==> src/rtl/a1csa_32bits.sv <==
// Registered carry-select adder: 4-bit ripple blocks, with an add-one circuit in each
// upper block that derives the carry-in-1 result from the carry-in-0 sum.
module a1csa_32bits #(
  parameter int n   = 32,
  parameter int BLK = 4
) (
  input  logic         clk,
  input  logic         rst_n,
  input  logic         cin,
  input  logic [n-1:0] a,
  input  logic [n-1:0] b,
  output logic [n-1:0] s,
  output logic         cout
);

  localparam int NB = n / BLK;

  logic [NB:0]  blk_c;
  logic [n-1:0] sum_d;
  logic         cout_d;
  logic [n-1:0] s_q;
  logic         cout_q;

  assign blk_c[0] = cin;

  genvar gi, gj;
  for (gi = 0; gi < NB; gi++) begin : g_blk
    logic [BLK:0]   rc;
    logic [BLK-1:0] s0;

    // Only block 0 sees the real carry-in; upper blocks ripple from 0.
    assign rc[0] = (gi == 0) ? cin : 1'b0;

    for (gj = 0; gj < BLK; gj++) begin : g_fa
      assign s0[gj]    = a[gi*BLK+gj] ^ b[gi*BLK+gj] ^ rc[gj];
      assign rc[gj+1]  = (a[gi*BLK+gj] & b[gi*BLK+gj]) |
                         (rc[gj] & (a[gi*BLK+gj] ^ b[gi*BLK+gj]));
    end

    if (gi == 0) begin : g_rca
      assign sum_d[BLK-1:0] = s0;
      assign blk_c[1]       = rc[BLK];
    end else begin : g_csa
      logic [BLK:0]   ones;
      logic [BLK-1:0] s1;
      logic           c1;

      assign ones[0] = 1'b1;
      for (gj = 0; gj < BLK; gj++) begin : g_inc
        assign ones[gj+1] = ones[gj] & s0[gj];
        assign s1[gj]     = s0[gj] ^ ones[gj];
      end
      assign c1 = rc[BLK] | ones[BLK];

      assign sum_d[gi*BLK +: BLK] = blk_c[gi] ? s1 : s0;
      assign blk_c[gi+1]          = blk_c[gi] ? c1 : rc[BLK];
    end
  end

  assign cout_d = blk_c[NB];

  always_ff @(posedge clk) begin
    if (!rst_n) begin
      s_q    <= '0;
      cout_q <= 1'b0;
    end else begin
      s_q    <= sum_d;
      cout_q <= cout_d;
    end
  end

  assign s    = s_q;
  assign cout = cout_q;

endmodule

==> config.mk <==
export PLATFORM = sky130hd
export DESIGN_NAME = a1csa_32bits
export DESIGN_NICKNAME = d
export VERILOG_FILES = /design/src/rtl/a1csa_32bits.sv
export SDC_FILE = /design/constraint.sdc
export NUM_CORES = 1
export LEC_CHECK = 0
export ABC_CLOCK_PERIOD_IN_PS = 3500
export CAP_MARGIN = 15
export CORE_UTILIZATION = 41
export CTS_CLUSTER_SIZE = 14
export DETAILED_ROUTE_END_ITERATION = 7
export PLACE_DENSITY = 0.78
export SLEW_MARGIN = 20
export SYNTH_ARGS = -nofsm -noshare
export SYNTH_HDL_FRONTEND = slang
export SYNTH_SLANG_ARGS = --single-unit
==> constraint.sdc <==
create_clock -name clk -period 3.5 [get_ports clk]
set_input_delay 0.35 -clock clk [delete_from_list [all_inputs] [get_ports clk]]
set_output_delay 0.35 -clock clk [all_outputs]
set_load 0.005 [all_outputs]
==> impl_metrics.csv, run 1 <==
group,metric,value,unit
run_status,outcome,"finished clean",
clocking,cts_tree,"yes",
synth,ys_warn_count,0,
setup_path,critical_path_required,3710,ps
synth,syn-num-nets,365,
clocking,cts_resized,0,
timing,fin_ws,283.4,ps
finish,fillerInstances,466,
synth,synth_top_area_share,28.04,%
setup_path,crit_fanout,4,
detailed_routing,vias_per_cell,4.671,
timing,maxSlewHeadroom,65.51,%
timing,fin_crit,3217,ps
setup_path,cp_common_cell,"fa_1",
timing,fmax,310.9,MHz
detailed_routing,drc,0,
floorplan,die_h,77.81,um
setup_path,path_buf_inv,3,
place,dp.cells,414,
synth,syn_area,2356,um2
clocking,hold_buffers,0,
setup_path,crit_path_max_incr_delay,460,ps
floorplan,core,5507,um2
synth,avgSynthCellArea,9.616,um2
power_and_ir_drop,powerDensity,361.6,nW/um2
clocking,cts_root_buf,"clkbuf_8",
global_routing,grt_pass1_wl,8742,um
synth,synth_edf_count,0,
place,hpwlAfterDp,4363,um
finish,drive_gt1_share,4.857,%
synth,synth-async-reset-ratio,0,%
detailed_routing,routed_wl,4996,um
floorplan,die_width,77.81,um
finish,final_area,3541,um2
clocking,cts_buffer_depth,2,
setup_path,crit_family,"adder cells",
global_routing,grt_overflow,0,
job,maxCapViolations,0,
clocking,htree_levels,2,
setup_path,arrival,3430,ps
finish,regArea,660.6,um2
synth,ys_ff_latch,33,
timing,rsz0062_at_grt,"no",
synth,yosysUniqueCellTypes,33,
finish,final_cell_mix,"clkdlybuf4s50_1, inv_1, dfxtp_1",
power_and_ir_drop,p_leak,1.669,nW
clocking,tritoncts.num_buffers,5,
min_path,min_path_type,"input port to register",
setup_path,startpoint_type,"input port",
detailed_routing,routedWlPerCell,11.84,um
synth,synth_seq_area_share,28.04,%
finish,layout.cells.non_filler,422,
timing,final-hold-violation-count,0,
global_routing,antenna_found_initial,0,
synth,yosysTopAreaCell,"dfxtp_1",
detailed_routing,ant_nets,0,
synth,ys_top_cells_by_area,"dfxtp_1, fa_1, ha_1",
setup_path,endpoint_kind,"register",
clocking,path_clk_slew,70,ps
finish,utilization,64.30,%
global_routing,grt_max_degree,30,
synth,syn_inst,245,
detailed_routing,vias,1971,
place,placement.cell_area,3440,um2
clocking,post_cts.repair.setup_buffers,0,
timing,setup_viol,0,
timing,report.final.slew_viol_count,0,
detailed_routing,dr.pass1.iters,6,
setup_path,path_cells,"clkdlybuf4s50_1, ha_1, inv_1, fa_1, fa_1, inv_1, fa_1, ha_1, nor2b_1, o21a_1, o31ai_4, mux2i_1",
global_routing,grt_usage,18.43,%
floorplan,rows,27,
floorplan,start_util,42.79,%
finish,multi_input_area,1461,um2
setup_path,crit_slowest_cell,"clkdlybuf4s50_1",
setup_path,critical_path_class,"input port to register",
timing,tightest_slew,514.1,ps
finish,diodes,0,
place,place_congestion,0.7747,
synth,ys.flop_type,"dfxtp_1",
finish,fin_nets,469,
finish,synthToLayoutAreaGrowth,50.29,%
place,place_ws,-45.70,ps
clocking,cts.sinks,33,
floorplan,io-pin-count,100,
power_and_ir_drop,peakVddDrop,0.0001635,V
place,port_buffers,99,
timing,period_share,91.90,%
floorplan,die-area,6054,um2
finish,layout_commonest_cell,"clkdlybuf4s50_1",
detailed_routing,first_iter_violations,32,
global_routing,grt_pass1_vias,1990,
power by group:
group          internal (W)  switching, W  total (W)  leakage [nW]
clock network      0.000178      0.000140   0.000318        0.0542
logic              0.000297      0.000214   0.000511          1.34
registers          0.000436     0.0000158   0.000452         0.275
total              0.000911      0.000369    0.00128          1.67
cells by family after synthesis:
group | Yosys count | synth area share [%]
buffers and inverters | 60 | 9.930
XOR/XNOR | 2 | 0.7436
AO/OA/AOI/OAI | 33 | 9.772
flip-flops | 33 | 28.04
adder cells (fa/ha/maj) | 53 | 36.11
multiplexers | 14 | 5.948
AND/OR/NAND/NOR | 50 | 9.454
cells in the mapped netlist (all sizes together) (4+ instances only):
library cell and count:
clkbuf 4, a21oi 11, o21ai 8, nor2 7, nand2 25, mux2i 14, nor3 5, inv 52
fa 25, ha 28, dfxtp 33
flip-flops by register name, indices dropped and copies added, names as in the netlist:
| signal | cells |
|---|---|
| s | 32 |
| cout | 1 |
area by class of cell:
class	instances	share of cell area (%)
clock buffer	7	2.721
inverter	53	5.618
tap	72	2.544
clock inverter	1	0.1413
multi-input combinational	152	41.27
timing repair buffer	104	29.05
sequential	33	18.66
per-stage QoR:
| step | TNS [ps] | power [W] | hold slack (ps) |
|---|---|---|---|
| 2_1_floorplan | 0 | 0.0007114 | 552.4 |
| 3_3_place_gp | 0 | 0.0009523 | 1049 |
| 3_5_place_dp | -134.8 | 0.0009761 | 1052 |
| 4_1_cts | 0 | 0.001298 | 793.0 |
| 5_1_grt | 0 | 0.001380 | 814.5 |
| 6_report | 0 | 0.001280 | 794.8 |
layer usage:
layer  global-route usage [%]  wire length (um)  vias up
met5                        0                 0        -
met4                    5.660                68        0
met3                    3.882               251       11
met2                    33.45              2699       65
met1                    21.50              1976      910
li1                         -                 -      985
path summary, 6_finish.rpt:
| path | start | endpoint | slack, ps | cells past startpoint |
|---|---|---|---|---|
| hold / removal | b[3] | s[3] | 790 | 4 |
| setup / recovery | a[4] | s[21] | 280 | 12 |
Note: power is estimated with default switching activity, not from simulation.
==> inputs of run 2 (changes only) <==
Settings changed: SLEW_MARGIN 20 to unset.
==> results of run 2 <==
No change in the layout: final DEF, timing and power equal those of run 1.
==> inputs of run 3 (changes only) <==
Settings changed: ABC_CLOCK_PERIOD_IN_PS 3500 to 3800.
Clock period 3.5 ns to 3.8 ns, I/O delays scaled along.
==> impl_metrics.csv, run 3 (synthesis gave the netlist of run 1 again) <==
group,metric,value,unit
run_status,outcome,"finished clean",
min_path,min_path_type,"input port to register",
clocking,path_clk_slew,60,ps
detailed_routing,drc,0,
power_and_ir_drop,powerDensity,324.5,nW/um2
global_routing,grt_usage,17.70,%
setup_path,critical_path_required,4010,ps
timing,tns,0,ps
timing,setup_viol,0,
place,port_buffers,99,
finish,final_cell_mix,"clkdlybuf4s50_1, inv_1, dfxtp_1",
floorplan,rows,27,
setup_path,path_cells,"clkdlybuf4s50_1, ha_1, inv_1, fa_1, fa_1, inv_1, fa_1, ha_1, nor2b_1, o21a_1, o31ai_4, mux2i_1",
clocking,htree_levels,2,
floorplan,start_util,42.79,%
detailed_routing,first_iter_violations,33,
setup_path,critical_path_class,"input port to register",
power_and_ir_drop,peakVddDrop,0.0001887,V
finish,layout_commonest_cell,"clkdlybuf4s50_1",
clocking,cts.sinks,33,
setup_path,crit_fanout,4,
global_routing,grt_max_degree,30,
floorplan,die-area,6054,um2
timing,final-hold-violation-count,0,
finish,diodes,0,
clocking,cts_resized,0,
clocking,cts_root_buf,"clkbuf_8",
clocking,cts_tree,"yes",
power_and_ir_drop,p_leak,1.649,nW
global_routing,grt_pass1_wl,8349,um
setup_path,endpoint_kind,"register",
timing,timing.hold.ws,806.7,ps
timing,period_share,85.99,%
place,hpwlAfterDp,4099,um
setup_path,arrival,3480,ps
clocking,cts_buffer_depth,2,
finish,largest_reg_flops,32,
finish,fin_nets,467,
floorplan,die_width,77.81,um
job,maxCapViolations,0,
detailed_routing,dr.pass1.iters,4,
setup_path,cp_common_cell,"fa_1",
detailed_routing,vias_per_cell,4.506,
detailed_routing,routedWlPerCell,11.33,um
place,place_congestion,0.8097,
floorplan,io-pin-count,100,
global_routing,grt_overflow,0,
detailed_routing,ant_nets,0,
detailed_routing,vias,1888,
clocking,post_cts.repair.setup_buffers,0,
global_routing,grt_pass1_vias,1918,
clocking,tritoncts.num_buffers,5,
setup_path,crit_slowest_cell,"clkdlybuf4s50_1",
finish,synthToLayoutAreaGrowth,49.02,%
timing,maxSlewHeadroom,66.68,%
timing,fin_crit,3268,ps
clocking,hold_buffers,0,
timing,tightest_slew,496.8,ps
detailed_routing,routed_wl,4749,um
floorplan,core,5507,um2
global_routing,antenna_found_initial,0,
finish,drive_gt1_share,3.746,%
setup_path,startpoint_type,"input port",
timing,report.final.slew_viol_count,0,
floorplan,die_h,77.81,um
timing,rsz0062_at_grt,"no",
setup_path,crit_path_max_incr_delay,460,ps
timing,fmax,306.0,MHz
## run 3: changes by cell type in the layout (fill, tap and decap cells not counted), sizes merged
cell	previous run	this run
buf	5	3
clkinv	2	1
## run 3: metal layers
layer | part of all wire, % | vias up | track usage [%]
met5 | 0 | - | 0
met4 | 1.5 | 0 | 6.038
met3 | 5.3 | 5 | 3.882
met2 | 53 | 55 | 31.59
met1 | 40 | 851 | 20.75
li1 | - | 977 | -
## run 3: per-stage QoR
stage	instances	power, W	utilization, %	worst slack, ps	area [um2]
floorplan	245	0.0006553	-	816.5	2356
global placement	412	0.0008760	62.19	290.4	3425
detailed placement	412	0.0008923	62.19	231.2	3425
CTS	419	0.001159	63.76	530.4	3511
global route	419	0.001238	63.76	344.1	3511
finish	419	0.001139	63.76	532.4	3511
## run 3: cell type report
cell class	instances	area (um2)
inverters	53	198.9
flip-flops and latches	33	660.6
fillers	461	1996
multi-input cells	152	1461
clock buffers	7	86.33
repair buffers	102	1013
well taps	72	90.09
## run 3: path summary, 6_finish.rpt
| check | startpoint | to | slack [ps] | cells after the start |
|---|---|---|---|---|
| worst min-delay path | b[3] | s[3] | 810 | 4 |
| worst max-delay path | a[4] | s[21] | 530 | 12 |
## run 3: critical path, delay by kind of cell
family / cells / cell delay (ps)
buf+inv: 3 / 590
mux: 1 / 230
simple gates: 1 / 190
compound gates: 2 / 580
fa+ha+maj: 5 / 1520
## run 3: power by group
| group | leakage, nW | internal [W] | total [W] | switching, W |
|---|---|---|---|---|
| sequential | 0.275 | 0.000401 | 0.000414 | 0.0000128 |
| combinational | 1.33 | 0.000270 | 0.000464 | 0.000193 |
| clock | 0.0443 | 0.000144 | 0.000261 | 0.000118 |
| total | 1.65 | 0.000815 | 0.00114 | 0.000324 |
==> edit (settings of run 1) <==
Register the output `s` once more, without a reset; this adds one clock of latency there. The other outputs are not delayed to match.
--- a/src/rtl/a1csa_32bits.sv
+++ b/src/rtl/a1csa_32bits.sv
@@ -70,5 +70,7 @@
   end
 
-  assign s    = s_q;
+  always_ff @(posedge clk) begin
+    s <= s_q;
+  end
   assign cout = cout_q;
 
Function: changed (a bounded check fails within 4 cycles, from zero or initial values and one cycle with rst_n low).
==> edit against run 1 <==
- count of clock-buffer cells in the layout is 2 higher
- setup slack gained 0.060 ns
- via count increased by 11%
- global-route usage decreased by 1.8 points
- utilization shrank 0.86 points
- wire length increased by 19%
- die area grew 26%
- total power rose by 75%
- synthesized area grew 27%
- sequential cell count grew 32
- worst hold slack got worse by 0.47 ns
- critical path depth stayed put
- cell area grew 24%
- critical path type unchanged
==> edit: results (changes against run 1) <==
** Yosys
- The average instance area after synthesis was 10.8 um2 (+12%).
- Leading cell types by count after synthesis :: 65 x sky130_fd_sc_hd__dfxtp_1, 52 x sky130_fd_sc_hd__inv_1, 28 x sky130_fd_sc_hd__ha_1
- The net count of the mapped netlist came to 397 (+8.8%).
- The gate count of the mapped netlist came to 277 (+13%).
- Cell types with the largest area share after synthesis :: sky130_fd_sc_hd__dfxtp_1 43%, sky130_fd_sc_hd__fa_1 17%, sky130_fd_sc_hd__ha_1 12%

** Placed design
- Routability-driven placement congestion ratio :: 0.762 (-1.7%)
- The worst setup timing slack at the placement stage was -0.0379 ns (+0.00783 ns).
- Inst Count DP :: 471 (+14%)
- Placed standard-cell area :: 4120 um2 (+20%)
- The placed wire-length estimate after detailed placement came to 4750 um (+8.9%).

** Global routing
- The first-pass GRT wire length was 9290 um (+6.2%).
- Vias in the first global route :: 2218 (+11%)
- The global-route total usage across every layer came to 16.6% (-1.8 points).
- The global-route track usage on met3 is 4.55% (+0.67 points).
- Global-route track usage on met1 :: 16.4% (-5.1 points)

** Route
- The wire length reported by the detailed router is 5940 um (+19%).
- First DRT Iteration DRCs :: 27 (-16%)
- TritonRoute pass-1 iters :: 4 (-2)
- The average via count per standard cell came to 4.51 (-3.4%).
- The detailed-routed wire length on met2 came to 3210 um (+19%).
- Met3 routed WL :: 269 um (+7.2%)

** Cells and area
- Number of fillers in the final layout :: 599 (+29%)
- Ratio of cells with drive above 1 in the final layout :: 6.65% (+1.8 points)
- The register area is 1300 um2 (+97%).
- Proportion of final cell area spent on non-clock buffers :: 23.6% (-5.4 points)
- The number of sequential cells in the layout is 65 (+97%).
- The total number of nets in the final design was 506 (+7.9%).
- Fraction of area in clock buffers and inverters :: 6.08% (+3.2 points)
- The buffer count excluding the clock tree in the final layout was 105 (+0.96%).
- The number of non-filler instances in the completed layout came to 487 (+15%).

** STA
- The headroom to the max-slew limit was 66.1% (+0.57 points).

** Power and ir drop
- The power share of the combinational group was 23.2% (-17 points).
- The largest vdd supply drop is 0.000204 V (+25%).
- Design internal power :: 1.71 mW (+87%)
- The power consumed by sequential cells was 0.888 mW (+96%).
- Leakage power summed over all cells :: 2.02 nW (+21%)

** Status
- Run status :: completed

** Setup path
- The maximum fanout encountered on the critical timing path was 8 (+4).

** Worst hold path
- Hold crit path type :: reg -> reg

** Clocking
- The level count of the clock H-tree came to 3 (+1).
edit: cell types whose count changed after synthesis:
cell / run 1 / this run
sky130_fd_sc_hd__dfxtp_1: 33 / 65
sky130_fd_sc_hd__a211oi_1: 1 / 2
sky130_fd_sc_hd__mux2i_1: 14 / 13
edit: cell families after synthesis:
kind of cell / share of synthesized area, %
AOI/OAI and AO/OA: 7.94
xor gates and xnor gates: 0.585
adders and majority gates: 28.4
buffers and inverters: 7.81
DFF: 43.5
muxes: 4.35
and+or+nand+nor: 7.44
edit: metrics by stage:
step                      total power, mW  setup TNS (ns)  utilization (%)
after floorplan                      1.15               0                -
after global placement               1.40               0             59.6
after detailed placement             1.42          -0.258             59.6
after CTS                            2.26               0             63.4
after global routing                 2.36               0             63.4
final                                2.24               0             63.4
edit: final timing paths:
path,from,endpoint,slack (ns)
worst max-delay path,a[4],s_q[28],0.34
worst min-delay path,s_q[19],s[19],0.33
worst max register to register,s_q[23],s[23],3.09
worst min register to register,s_q[19],s[19],0.33
